## src/rtl/route_trace_decoder.sv

```systemverilog
// Ejection-side decoder that replays the per-hop path symbols and router IDs stamped
// into a packet, emitting one trace record per hop and flagging malformed packets.
module route_trace_decoder #(
  parameter logic [3:0] ROUTERID = 4'd0,
  parameter int         MAX_HOPS = 16,
  localparam int        DATA_WIDTH = 64
) (
  input  logic                  clk,
  input  logic                  reset,
  input  logic                  in_valid,
  input  logic                  in_head,
  input  logic                  in_tail,
  input  logic [DATA_WIDTH-1:0] in_data,
  output logic                  in_ready,
  output logic                  tr_valid,
  input  logic                  tr_ready,
  output logic [3:0]            tr_hop,
  output logic [1:0]            tr_dir,
  output logic [3:0]            tr_id,
  output logic                  tr_last,
  output logic                  pkt_done,
  output logic                  pkt_err
);

  // Flit layout: path symbols in [63:32], hop count in [21:18], head IDs in [17:2],
  // body IDs in [63:16], test bits in [1:0].
  localparam int DATA_MSB  = DATA_WIDTH - 1;
  localparam int IDX_LSB   = 18;
  localparam int BODY_BITS = 4 * (MAX_HOPS - 4);

  typedef enum logic [2:0] {
    IDLE      = 3'd0,
    HEAD_EMIT = 3'd1,
    WAIT_BODY = 3'd2,
    BODY_EMIT = 3'd3,
    FLUSH     = 3'd4
  } state_t;

  state_t                 state_r;
  logic [31:0]            path_r;
  logic [15:0]            head_ids_r;
  logic [BODY_BITS-1:0]   body_ids_r;
  logic [3:0]             hops_r;
  logic                   head_tail_r;
  logic                   body_tail_r;
  logic                   err_r;
  logic                   pend_r;

  logic                   accept_s;
  logic                   xfer_s;
  logic                   abort_s;
  logic [3:0]             in_hops_s;
  logic [3:0]             next_hop_s;
  logic [1:0]             next_dir_s;
  logic [3:0]             next_id_s;
  logic                   head_slot_last_s;
  logic                   body_slot_last_s;
  logic                   id_bad_s;
  logic                   unused_bits_s;

  function automatic logic [1:0] dir_of(input logic [31:0] p, input logic [3:0] k);
    logic [31:0] sh;
    sh = p << {k, 1'b0};
    return sh[31:30];
  endfunction

  function automatic logic [3:0] id_of(input logic [15:0] hids,
                                       input logic [BODY_BITS-1:0] bids,
                                       input logic [3:0] k);
    logic [15:0]          hsh;
    logic [BODY_BITS-1:0] bsh;
    logic [3:0]           j;
    j   = k - 4'd4;
    hsh = hids << {k[1:0], 2'b00};
    bsh = bids << {j, 2'b00};
    if (k < 4'd4) begin
      return hsh[15:12];
    end else begin
      return bsh[BODY_BITS-1 -: 4];
    end
  endfunction

  // Handshakes and the next record to present after the current one transfers.
  always_comb begin
    accept_s         = in_valid && in_ready;
    xfer_s           = tr_valid && tr_ready;
    abort_s          = (state_r != IDLE);
    in_hops_s        = in_data[IDX_LSB +: 4];
    next_hop_s       = tr_hop + 4'd1;
    next_dir_s       = dir_of(path_r, next_hop_s);
    next_id_s        = id_of(head_ids_r, body_ids_r, next_hop_s);
    head_slot_last_s = (next_hop_s == hops_r - 4'd1) ||
                       ((next_hop_s == 4'd3) && (hops_r > 4'd4) && head_tail_r);
    body_slot_last_s = (next_hop_s == hops_r - 4'd1);
    id_bad_s         = (tr_id != ROUTERID);
    unused_bits_s    = ^{in_data[31:22], in_data[1:0]};
  end

  // Packet FSM with registered trace stream, ready and completion outputs.
  always_ff @(posedge clk or negedge reset) begin
    if (!reset) begin
      state_r     <= IDLE;
      path_r      <= 32'd0;
      head_ids_r  <= 16'd0;
      body_ids_r  <= '0;
      hops_r      <= 4'd0;
      head_tail_r <= 1'b0;
      body_tail_r <= 1'b0;
      err_r       <= 1'b0;
      pend_r      <= 1'b0;
      in_ready    <= 1'b1;
      tr_valid    <= 1'b0;
      tr_hop      <= 4'd0;
      tr_dir      <= 2'd0;
      tr_id       <= 4'd0;
      tr_last     <= 1'b0;
      pkt_done    <= 1'b0;
      pkt_err     <= 1'b0;
    end else begin
      pkt_done <= 1'b0;
      pkt_err  <= 1'b0;
      // A local (H=0) head that aborted a packet reports its own completion one cycle late.
      if (pend_r) begin
        pkt_done <= 1'b1;
        pkt_err  <= 1'b0;
        pend_r   <= 1'b0;
        in_ready <= 1'b1;
      end
      case (state_r)
        IDLE, WAIT_BODY, FLUSH: begin
          if (accept_s && in_head) begin
            path_r      <= in_data[DATA_MSB -: 32];
            head_ids_r  <= in_data[17:2];
            hops_r      <= in_hops_s;
            head_tail_r <= in_tail;
            if (abort_s) begin
              pkt_done <= 1'b1;
              pkt_err  <= 1'b1;
            end
            if (in_hops_s == 4'd0) begin
              state_r <= in_tail ? IDLE : FLUSH;
              err_r   <= 1'b0;
              if (abort_s) begin
                pend_r   <= 1'b1;
                in_ready <= 1'b0;
              end else begin
                pkt_done <= 1'b1;
                pkt_err  <= err_r;
                in_ready <= 1'b1;
              end
            end else begin
              state_r  <= HEAD_EMIT;
              in_ready <= 1'b0;
              err_r    <= abort_s ? 1'b0 : err_r;
              tr_valid <= 1'b1;
              tr_hop   <= 4'd0;
              tr_dir   <= in_data[DATA_MSB -: 2];
              tr_id    <= in_data[17:14];
              tr_last  <= (in_hops_s == 4'd1);
            end
          end else if (accept_s) begin
            case (state_r)
              IDLE: err_r <= 1'b1;
              WAIT_BODY: begin
                body_ids_r  <= in_data[DATA_MSB -: BODY_BITS];
                body_tail_r <= in_tail;
                state_r     <= BODY_EMIT;
                in_ready    <= 1'b0;
                tr_valid    <= 1'b1;
                tr_hop      <= 4'd4;
                tr_dir      <= dir_of(path_r, 4'd4);
                tr_id       <= in_data[DATA_MSB -: 4];
                tr_last     <= (hops_r == 4'd5);
              end
              default: state_r <= in_tail ? IDLE : FLUSH;
            endcase
          end
        end
        HEAD_EMIT: begin
          if (xfer_s) begin
            if (tr_last || (tr_hop == 4'd3)) begin
              tr_valid <= 1'b0;
              tr_last  <= 1'b0;
              in_ready <= 1'b1;
              if (tr_last) begin
                pkt_done <= 1'b1;
                pkt_err  <= err_r || id_bad_s || (hops_r > 4'd4);
                err_r    <= 1'b0;
              end
              if ((hops_r > 4'd4) && !head_tail_r) begin
                state_r <= WAIT_BODY;
              end else begin
                state_r <= head_tail_r ? IDLE : FLUSH;
              end
            end else begin
              tr_hop  <= next_hop_s;
              tr_dir  <= next_dir_s;
              tr_id   <= next_id_s;
              tr_last <= head_slot_last_s;
            end
          end
        end
        BODY_EMIT: begin
          if (xfer_s) begin
            if (tr_last) begin
              tr_valid <= 1'b0;
              tr_last  <= 1'b0;
              in_ready <= 1'b1;
              pkt_done <= 1'b1;
              pkt_err  <= err_r || id_bad_s;
              err_r    <= 1'b0;
              state_r  <= body_tail_r ? IDLE : FLUSH;
            end else begin
              tr_hop  <= next_hop_s;
              tr_dir  <= next_dir_s;
              tr_id   <= next_id_s;
              tr_last <= body_slot_last_s;
            end
          end
        end
        default: begin
          state_r  <= IDLE;
          in_ready <= 1'b1;
          tr_valid <= 1'b0;
          tr_last  <= 1'b0;
        end
      endcase
    end
  end

endmodule
```

## config.mk

```make
export PLATFORM = sky130hd
export DESIGN_NAME = route_trace_decoder
export DESIGN_NICKNAME = d
export VERILOG_FILES = /design/src/rtl/route_trace_decoder.sv
export SDC_FILE = /design/constraint.sdc
export NUM_CORES = 1
export LEC_CHECK = 0
export BUFFER_PORTS_ARGS = -buffer_cell sky130_fd_sc_hd__buf_2
export CORE_UTILIZATION = 60
export CTS_CLUSTER_SIZE = 16
export DETAILED_ROUTE_END_ITERATION = 8
export GPL_ROUTABILITY_DRIVEN = 0
export HOLD_SLACK_MARGIN = 0.02
export PLACE_DENSITY = 0.94
export SETUP_SLACK_MARGIN = 0.3
export SYNTH_ARGS = -nofsm -noshare
export SYNTH_HDL_FRONTEND = slang
export SYNTH_SLANG_ARGS = --single-unit
```

## constraint.sdc

```tcl
create_clock -name clk -period 7.06 [get_ports clk]
set_input_delay 0.706 -clock clk [delete_from_list [all_inputs] [get_ports clk]]
set_output_delay 0.706 -clock clk [all_outputs]
set_load 0.05 [all_outputs]
```

; ---- Word level (Yosys, flattened, before mapping)
; Index checks and enable logic that the tools add are counted.
[word_totals]
wordCells = 174
output_inout_bits = 15
reg_bits = 122
input_bits = 70
[classes]
muxes = 103
n_reduce_logical = 24
magnitude_cmp = 2
n_bitwise = 1
add_sub_neg = 3
eq_ne = 21
shift = 3
[ops]
columns = operator, count
row1 = 2-to-1 mux 4 bit, 17
row2 = 2-to-1 mux 1 bit, 56
row3 = << shifter 48 x 6 -> 48 bit, 1
row4 = 2-to-1 mux 3 bit, 11
row5 = << shifter 32 x 5 -> 32 bit, 1
row6 = one-hot mux 4 bit (3 select lines), 2
row7 = one-hot mux 1 bit (3 select lines), 6
row8 = 2-to-1 mux 2 bit, 8
row9 = << shifter 16 x 4 -> 16 bit, 1
row10 = != test 3 bit (second input constant), 5
row11 = AND reduction 7 bit, 2
row12 = != test 2 bit (second input constant), 6
row13 = one-hot mux 3 bit (3 select lines), 1
row14 = == test 4 x 2 -> 1 bit (second input constant), 2
row15 = AND reduction 8 bit, 1
row16 = == test 3 x 2 -> 1 bit (second input constant), 2
row17 = logical AND 1 bit, 6
row18 = one-hot mux 2 bit (3 select lines), 1
row19 = one-hot mux 3 bit (2 select lines), 1
row20 = AND reduction 6 bit, 1
row21 = nonzero test 3 bit, 2
row22 = AND reduction 5 bit, 1
row23 = adder 4 x 1 -> 4 bit (second input constant), 1
row24 = == test 4 x 1 -> 1 bit (second input constant), 1
row25 = 18 further kinds, 21

; ---- Depth between registers and ports, before layout
; Gate-level depths: netlist of the first run.
[depth]
ltp_word = 8
ltp_mapped = 11

; ---- Least setup slack after synthesis of the first run
; Ideal clock, no wire load.
[synth_timing]
path_type = register -> register
start = register tr_hop[0]
end = register tr_dir[1]
t_arrival_ns = 2.644
path_buffers = 4
t_required_ns = 6.932
setup_ns = 0.128
slack_ns = 4.288
stages_incl_launch_ff = 12
synth_period_minus_slack_ns = 2.772
path_cell_list = dfrtp_1 -> buf_6 -> buf_4 -> inv_1 -> ha_1 -> buf_2 -> clkbuf_1 -> mux4_2 -> nand2_1 -> mux2i_1 -> o21ai_0 -> o21ai_0
[synth_between]
elab_chain_len = 5
elab_cells_between_ends = 11
cone_classes = add/sub: 1 / eq/ne: 2 / shift: 1 / mux: 5 / reduce/logical: 2
[synth_lines]
columns = item, line_no
row1 = start: declaration, 17  ; output logic [3:0] tr_hop,
row2 = start signal: assignment, 196  ; tr_hop <= next_hop_s;
row3 = start signal: assignment, 214  ; tr_hop <= next_hop_s;
row4 = adder 4 x 1 -> 4 bit, 89  ; next_hop_s = tr_hop + 4'd1;
row5 = << shifter 32 x 5 -> 32 bit, 63  ; sh = p << {k, 1'b0};
row6 = "2-to-1 mux 2 bit, on equally long branches", "205, 181"
row7 = "2-to-1 mux 2 bit, on equally long branches", "204, 180"
row8 = one-hot mux 2 bit (3 select lines), 129  ; case (state_r)
row9 = end signal: assignment, 157  ; tr_dir <= in_data[DATA_MSB -: 2];
row10 = end signal: assignment, 197  ; tr_dir <= next_dir_s;
row11 = end signal: assignment, 215  ; tr_dir <= next_dir_s;
row12 = end: declaration, 18  ; output logic [1:0] tr_dir,
; Parallel ways exist; a longest one is shown, timed or not. The select of a mux whose other input is x is not followed.
; A chain may end at the register's enable or synchronous reset.

; ---- Final worst setup path of the first run
[layout_timing]
start = register tr_hop[0]
end = register tr_id[2]
[layout_between]
elab_chain_len = 7
elab_cells_between_ends = 15
cone_classes = add/sub: 2 / order compare: 1 / eq/ne: 2 / shift: 2 / mux: 6 / reduce/logical: 2
[layout_lines]
columns = item, line_no
row1 = adder 4 x 1 -> 4 bit, 89
row2 = subtractor 4 x 3 -> 4 bit, 73  ; j = k - 4'd4;
row3 = << shifter 48 x 6 -> 48 bit, 75  ; bsh = bids << {j, 2'b00};
row4 = 2-to-1 mux 4 bit, 76  ; if (k < 4'd4) begin
row5 = "2-to-1 mux 4 bit, on equally long branches", "205, 181"
row6 = "2-to-1 mux 4 bit, on equally long branches", "204, 180"
row7 = one-hot mux 4 bit (3 select lines), 129
row8 = end signal: assignment, 158  ; tr_id <= in_data[17:14];
row9 = end signal: assignment, 198  ; tr_id <= next_id_s;
row10 = end signal: assignment, 216  ; tr_id <= next_id_s;
row11 = end: declaration, 19  ; output logic [3:0] tr_id,
; Parallel ways exist; a longest one is shown, timed or not. The select of a mux whose other input is x is not followed.

==> run summary, run 1 <==
The flow ran to the end, and the final reports show no timing, DRC or antenna violations. The synthesized netlist occupies a cell area of 0.00602 mm². STA classifies the critical path endpoint as a flip-flop. The horizontal die dimension was 102 µm; the synthesized flop and latch total was 122. During I/O placement, the number of pins put on the boundary was 85. The logs give 3290 ps for the reg-to-reg setup timing slack and 0 for the total congestion overflow after global routing. STA puts the critical path data required time at 7460 ps. The count of pins over their slew limit is 0, and the number of flops mapped to enable cells by yosys is 0. The leakage power of the design is 3.21 nW, and the count of buffers added by post-CTS timing repair for setup is 0.

Once layout is complete, the utilization of the core stands at 72.1%. Entering global routing, the biggest net connects 76 pins. Placeable core region: 0.00973 mm².

The final routed wirelength across all metal layers came out at 14200 µm. The logs give 4170 ps for the arrival time reported for the critical path endpoint and 0.0104 mm² for the floorplan die area. The clock passes through at most 2 buffers.

Total vias in the final route: 4221. The tools report the terminus of the critical flop-to-flop path as tr_id[2]. Walking the worst path, the cells encountered are inv_1, ha_1, mux4_2, mux2i_1, mux2i_1, o21ai_0, o21ai_0.

The remaining antenna violation count after routing is 0, and the final critical-path required period is 3770 ps. The count of final hold-check violations came out at 0. The cell type of the slowest stage on the worst timing path was sky130_fd_sc_hd__ha_1. Compared with the post-synthesis result, the final layout area differs by 16.4%. Measured in cells, the most critical reg-to-reg path has a length of 7.

The ratio of total power to cell area is 465 mW/mm², and the least setup slack across all paths after layout is 3290 ps. The number of setup violations in the final report came out at 0. Setup total negative slack on the finished layout was measured at 0 ps.

The total of cells resized after clock tree synthesis is 0. The startpoint-to-endpoint class of the critical path was reg2reg. The clock insertion delay at the later pin of the skew report is 530 ps. The mean instance size in the synthesized netlist was 13.4 µm². Of the total power, registers draw 39.4%. Clock-pin slew was measured on the worst setup and hold paths at 60 ps. For the first-pass GRT wire length, the log shows 22900 µm. The run gives 1 as the number of antenna violations at the first check in global routing. Dividing the final minimum period by the clock period gives 53.4%. For this run, the post-layout net count is 602. After synthesis, the cell types taking the most area are sky130_fd_sc_hd__dfrtp_1 (50%), sky130_fd_sc_hd__mux2_2 (20%), sky130_fd_sc_hd__mux4_2 (8.2%), sky130_fd_sc_hd__mux2i_1 (2.2%), sky130_fd_sc_hd__nand2_1 (2.1%). The number of antenna cells inserted came out at 0.

Combinational share of power: 36.3%. The net switching share of the total power was 35.5%; the worst supply voltage drop on vdd was 267 µV. For this design the total switching power over the nets is 0.00116 W. The wire-length estimate of the detail-placed layout is 9030 µm. TritonCTS built the clock tree. The maximum level of the CTS H-tree is 4.

After detailed routing, the number of remaining DRC violations is 0. Dividing the detail-routed via count by the number of cells gives 6.28. For the row count, the log shows 36.

Type of the tightest min-delay check: in2async. Measured against its own limit, the worst slew margin works out to 16.6%. The tools report the clock sink count as 122. Buffers inserted during clock tree synthesis total 17.

The run gives 4380 as the number of global-route vias before repair. The worst setup path is launched from a flip-flop. Of the cells placed in the final design, the portion with a size suffix greater than 1 is 47.3%.

In the global route stage, overall resource usage came out at 30.3%. In this run the critical register-to-register path is launched from tr_hop[0]. Summing the sequential cell areas from Yosys gives 50.7% of the chip area. In the synthesized netlist the dominant register cell turns out to be sky130_fd_sc_hd__dfrtp_1. The library cells used most frequently in the layout, excluding fill and tap cells, are sky130_fd_sc_hd__dfrtp_1 (120), sky130_fd_sc_hd__mux2_2 (105), sky130_fd_sc_hd__buf_2 (81), sky130_fd_sc_hd__nand2_1 (33), sky130_fd_sc_hd__o21ai_0 (24). The logs give 0 for the number of warnings issued by yosys and 24.2% for the clock network power share.

The library cell used most frequently in the layout, excluding fill and tap cells, is sky130_fd_sc_hd__dfrtp_1. Fill cells in the final layout number 635. Broken down by cell family, the worst path's largest delay share belongs to adder cells.

The synthesized design spends more area on one cell type than any other, namely sky130_fd_sc_hd__dfrtp_1. The largest single stage delay on the critical path is 1170 ps. For the internal cell power, the log shows 0.00210 W.

Along the worst path, the maximum fanout reaches 33. The CTS root buffer is sky130_fd_sc_hd__clkbuf_8. The vertical die dimension works out to 102 µm. Share of the synthesized area in the top cell type: 50.3%. The actual transition at the worst max-transition pin was 1250 ps. Counting every net in the synthesized netlist gives 526. The first detailed-routing pass ran for 5 iterations.

The final-layout worst hold slack is 182 ps. The routed length per placed instance was 21.1 µm. Counting flops with an async set or reset pin after synthesis yields a share of 100%.

The number of port buffers works out to 82. The initial standard-cell utilization of the core came out at 61.9%. Max-cap check violation count: 0.

Setup repair after global routing left no endpoint under its margin. The synthesized netlist cell count was 451; the power after layout was 0.00326 W. In this run, post-CTS hold repair placed 0 buffers. Derived from the worst setup path, the maximum achievable clock frequency is 265 MHz. The post-synthesis cell type count was 59; the count of buffering cells on the critical path with inverters included was 1. The tools report the worst setup slack before clock tree synthesis as 3430 ps. The clock arrives with 8.08 ps of skew. In this run, the number of DRC markers left after iteration 0 of detailed routing was 324.
-- sequential cells by signal, indices dropped and copies added (netlist names), 2 cells and up --
| register | count |
|---|---|
| state_r | 3 |
| head_ids_r | 16 |
| tr_hop | 4 |
| body_ids_r | 48 |
| tr_dir | 2 |
| tr_id | 4 |
| hops_r | 4 |
| path_r | 32 |
-- cells by family after synthesis --
family                   Yosys count  share of synthesized area [%]
AO/OA/AOI/OAI                     52                           5.59
adder cells (fa/ha/maj)            6                           1.20
buffers and inverters             41                           3.43
AND/OR/NAND/NOR                   80                           6.90
XOR/XNOR                           8                           1.29
multiplexers                     142                           30.9
flip-flops                       122                           50.7
-- worst register-to-register path, cell delays in order, from the launching register on --
cell	delay [ps]
sky130_fd_sc_hd__dfrtp_2	1050
sky130_fd_sc_hd__inv_1	130
sky130_fd_sc_hd__ha_1	1170
sky130_fd_sc_hd__mux4_2	480
sky130_fd_sc_hd__mux2i_1	310
sky130_fd_sc_hd__mux2i_1	140
sky130_fd_sc_hd__o21ai_0	260
sky130_fd_sc_hd__o21ai_0	110
-- per-layer routing --
| metal | up-vias | routed length, µm | GRT usage, % | part of all wire [%] |
|---|---|---|---|---|
| met3 | 57 | 1010 | 6.77 | 7.1 |
| met5 | - | 14 | 0 | 0.099 |
| met1 | 2138 | 5410 | 38.7 | 38 |
| met2 | 211 | 7180 | 48.4 | 51 |
| met4 | 2 | 590 | 16.7 | 4.2 |
| li1 | 1813 | - | - | - |
-- final cells by class --
class                   instances  area, µm²  area share [%]
clock buffers                  23        467            6.65
clock inverters                 8       71.3            1.02
inverters                      12       45.0           0.642
multi-input cells             288       2770            39.4
flip-flops and latches        122       3060            43.6
well taps                     133        166            2.37
repair buffers                 86        443            6.32
-- synth_stat cells (4+ instances only) --
library cell	instances
sky130_fd_sc_hd__mux4_2	22
sky130_fd_sc_hd__inv_1	12
sky130_fd_sc_hd__nor2_1	9
sky130_fd_sc_hd__nor3_1	7
sky130_fd_sc_hd__buf_2	14
sky130_fd_sc_hd__ha_1	5
sky130_fd_sc_hd__clkbuf_1	7
sky130_fd_sc_hd__nand3_1	7
sky130_fd_sc_hd__mux2_2	105
sky130_fd_sc_hd__a21oi_1	6
sky130_fd_sc_hd__mux2i_1	13
sky130_fd_sc_hd__o21ai_0	24
sky130_fd_sc_hd__dfrtp_1	121
sky130_fd_sc_hd__xor2_1	4
sky130_fd_sc_hd__nand2_1	34
-- how the worst max path moves through the flow --
stage / startpoint / depth (start not counted) / to
after floorplan: tr_hop[0] / 11 / tr_dir[1]
after global placement: tr_hop[0] / 6 / tr_dir[0]
after detailed placement: tr_hop[0] / 7 / tr_id[2]
after CTS: tr_hop[0] / 7 / tr_id[2]
after global routing: tr_hop[0] / 7 / tr_id[2]
final: tr_hop[0] / 7 / tr_id[2]
-- through the flow --
stage | cell area, µm² | std cells
detailed placement | 6470 | 641
finish | 7010 | 672
global placement | 6470 | 641
floorplan | 6020 | 451
CTS | 7010 | 672
global route | 7010 | 672
-- power groups by stage --
stage	Sequential, W	Combinational [W]	Clock, W
after floorplan	0.00125	0.000882	0
after global placement	0.00123	0.00110	0
after detailed placement	0.00127	0.00115	0
after CTS	0.00128	0.00118	0.000796
after global routing	0.00132	0.00127	0.000822
final	0.00128	0.00118	0.000790
Note: power is estimated with default switching activity, not from simulation.
==> inputs of run 2 (changes only) <==
Settings changed: CORE_UTILIZATION 60 to 52, PLACE_DENSITY 0.94 to 0.87.
Clock period 7.06 ns to 3.1 ns, I/O delays scaled along.
==> run summary, run 2 (synthesis gave the netlist of run 1 again) <==
The logs give 420 ps (was 530 ps) for the clock insertion delay at the later pin of the skew report and 9220 µm (was 9030 µm) for the half-perimeter wire length after detailed placement. The count of pins over their slew limit was 0 (unchanged); the largest net degree at the start of global routing was 69 (was 76). The arrival time reported for the critical path endpoint is 2720 ps (was 4170 ps), and the clock-pin slew on the worst setup and hold paths is 50 ps (was 60 ps). Vertical die dimension: 110 µm (was 102 µm). The flow ran to the end, and the final reports show no timing, DRC or antenna violations.

The internal cell power came out at 0.00499 W (was 0.00210 W). The worst setup slack before clock tree synthesis is 701 ps (was 3430 ps). The final-layout worst hold slack was 118 ps (was 182 ps); the number of global-route vias before repair was 4237 (was 4380). The final routed wirelength across all metal layers is 13200 µm (was 14200 µm), and the final worst clock skew is 7.88 ps (was 8.08 ps). Top flop regs: body_ids_r x48, path_r x32, head_ids_r x16 (unchanged). The number of antenna cells inserted is 0 (unchanged).

For the power after layout, the log shows 0.00752 W (was 0.00326 W). Setup repair after global routing left no endpoint under its margin. The critical path startpoint category was a flip-flop (unchanged). The tools report the floorplan die area as 0.0120 mm² (was 0.0104 mm²). The least setup slack across all paths after layout was 675 ps (was 3290 ps). The horizontal die dimension came out at 110 µm (was 102 µm). The proportion of power drawn by flip-flops and latches is 37.5% (was 39.4%). The run gives 38 (was 36) as the row count. The total iterations of the first detailed-routing run was 4 (was 5); the combined global-route utilization of all metal layers was 24.2% (was 30.3%). The tools report the type of destination of the critical path as a flip-flop (unchanged). The logs give 609 (was 602) for the net count of the finished layout and 2 (unchanged) for the buffer levels on the longest clock path. The number of antenna violations at the first check in global routing came out at 0 (was 1). Number of port buffers: 82 (unchanged). The maximum level of the CTS H-tree came out at 4 (unchanged). Area added between synthesis and finish: 18.7% (was 16.4%). Commonest non-fill, non-tap cells in the layout: sky130_fd_sc_hd__dfrtp_1 (120), sky130_fd_sc_hd__mux2_2 (105), sky130_fd_sc_hd__buf_2 (81), sky130_fd_sc_hd__nand2_1 (33), sky130_fd_sc_hd__o21ai_0 (24) (unchanged). The top register by number of flip-flops was body_ids_r (unchanged). Worst supply voltage drop on vdd: 540 µV (was 267 µV).

The total congestion overflow after global routing came out at 0 (unchanged). The post-detailed-route via-to-cell ratio works out to 5.90 (was 6.28). For the final instance count without filler cells, the log shows 686 (was 672).

The final critical-path required period is 2420 ps (was 3770 ps). Startpoint-to-endpoint class of the critical path: reg2reg (unchanged). The run gives 256 (was 324) as the number of violations reported at the end of detailed-routing iteration 0. The highest achievable clock rate came out at 412 MHz (was 265 MHz). The flip-flop and latch area was 0.00306 mm² (unchanged). The count of unresolved DRC violations after routing is 0 (unchanged), and the fraction of final layout cells sized beyond drive strength 1 is 48.2% (was 47.3%). Most common cell after layout, fill and taps aside: sky130_fd_sc_hd__dfrtp_1 (unchanged). TritonCTS built the clock tree.

The CTS root buffer was sky130_fd_sc_hd__clkbuf_16 (was sky130_fd_sc_hd__clkbuf_8). The remaining antenna violation count after routing was 0 (unchanged); the count of pins on the block boundary was 85 (unchanged). The total of cells resized after clock tree synthesis was 0 (unchanged).

The type of the tightest min-delay check was in2reg (was in2async). The relative slew slack was 50.3% (was 16.6%). The tools report the max-cap check violation count as 0 (unchanged).

The layout filler cell count was 791 (was 635). The logs give 0.00253 W (was 0.00116 W) for the net switching component of the power and 36.2% (was 36.3%) for the combinational share of power. The run gives 26.2% (was 24.2%) as the clock network power share. The area of combinational cells with multiple inputs was 0.00277 mm² (unchanged); the ratio of total power to cell area was 1050 mW/mm² (was 465 mW/mm²).

The run gives 0 ps (unchanged) as the setup TNS after final layout. The run gives 3400 ps (was 7460 ps) as the required time at the endpoint of the critical path. For the number of cells in the design after placement, the log shows 654 (was 641).

The largest fanout of any net on the critical path was 18 (was 33). The run gives 21400 µm (was 22900 µm) as the first-pass GRT wire length. For the TritonCTS buffer count, the log shows 17 (unchanged). The reg-to-reg setup timing slack is 680 ps (was 3290 ps), and the total vias in the final route is 4050 (was 4221). The actual transition at the worst max-transition pin works out to 746 ps (was 1250 ps).

The tools report the number of setup violations in the final report as 0 (unchanged). The portion of the clock cycle consumed by the worst path in the final layout is 78.2% (was 53.4%). The net switching share of the total power was 33.6% (was 35.5%). The tools report the count of final hold-check violations as 0 (unchanged). The run gives 122 (unchanged) as the clock sink count.

Leakage power of the design: 3.28 nW (was 3.21 nW). The number of flip-flops in the largest register came out at 48 (unchanged). Placeable core region: 0.0111 mm² (was 0.00973 mm²).

The routed length per placed instance works out to 19.3 µm (was 21.1 µm). The tools report the initial standard-cell utilization of the core as 54.4% (was 61.9%).
run 2: metrics by stage:
step | cell area [µm²] | utilization [%]
after global routing | 7150 | 64.5
after CTS | 7150 | 64.5
final | 7150 | 64.5
after floorplan | 6020 | -
after detailed placement | 6540 | 59.0
after global placement | 6540 | 59.0
run 2: area by class of cell:
cell class	instances	area share, %
repair buffers	93	7.14
clock inverters	7	1.22
clock buffers	24	7.16
flip-flops and latches	122	42.7
inverters	12	0.630
multi-input cells	288	38.7
well taps	140	2.45
run 2: critical path, stage by stage (launching register included):
cell and delay, ps:
sky130_fd_sc_hd__dfrtp_2 530, sky130_fd_sc_hd__ha_1 330, sky130_fd_sc_hd__nor4b_1 540, sky130_fd_sc_hd__o21ai_0 260, sky130_fd_sc_hd__nand4b_4 280, sky130_fd_sc_hd__mux2_2 370
run 2: power groups by stage:
stage / Clock, W / Combinational [W] / Sequential [W]
after detailed placement: 0 / 0.00272 / 0.00283
after global routing: 0.00206 / 0.00294 / 0.00292
final: 0.00197 / 0.00273 / 0.00282
after floorplan: 0 / 0.00201 / 0.00285
after global placement: 0 / 0.00261 / 0.00277
after CTS: 0.00199 / 0.00274 / 0.00281
run 2: routing by layer:
metal / track usage (%) / wire length [µm] / up-vias
li1: - / - / 1826
met1: 31.6 / 5520 / 2055
met2: 38.8 / 6690 / 142
met3: 5.39 / 746 / 27
met4: 11.1 / 253 / 0
met5: 0 / 0 / -
run 2: path summary, 6_finish.rpt:
| check | startpoint | depth (start not counted) | endpoint |
|---|---|---|---|
| max | tr_hop[0] | 5 | tr_dir[0] |
| min | in_data[11] | 2 | head_ids_r[9] |
| max reg2reg | tr_hop[0] | 5 | tr_dir[0] |
| min reg2reg | pend_r | 1 | pkt_done |
| max in group asynchronous | reset | 3 | path_r[8] |
| min in group asynchronous | reset | 2 | head_ids_r[4] |
run 2: what timing repair did:
| action | CTS | global route |
|---|---|---|
| hold buffers | 1 | 0 |
| buffers inserted | 0 | 0 |
| hold endpoints to repair | 53 | 0 |
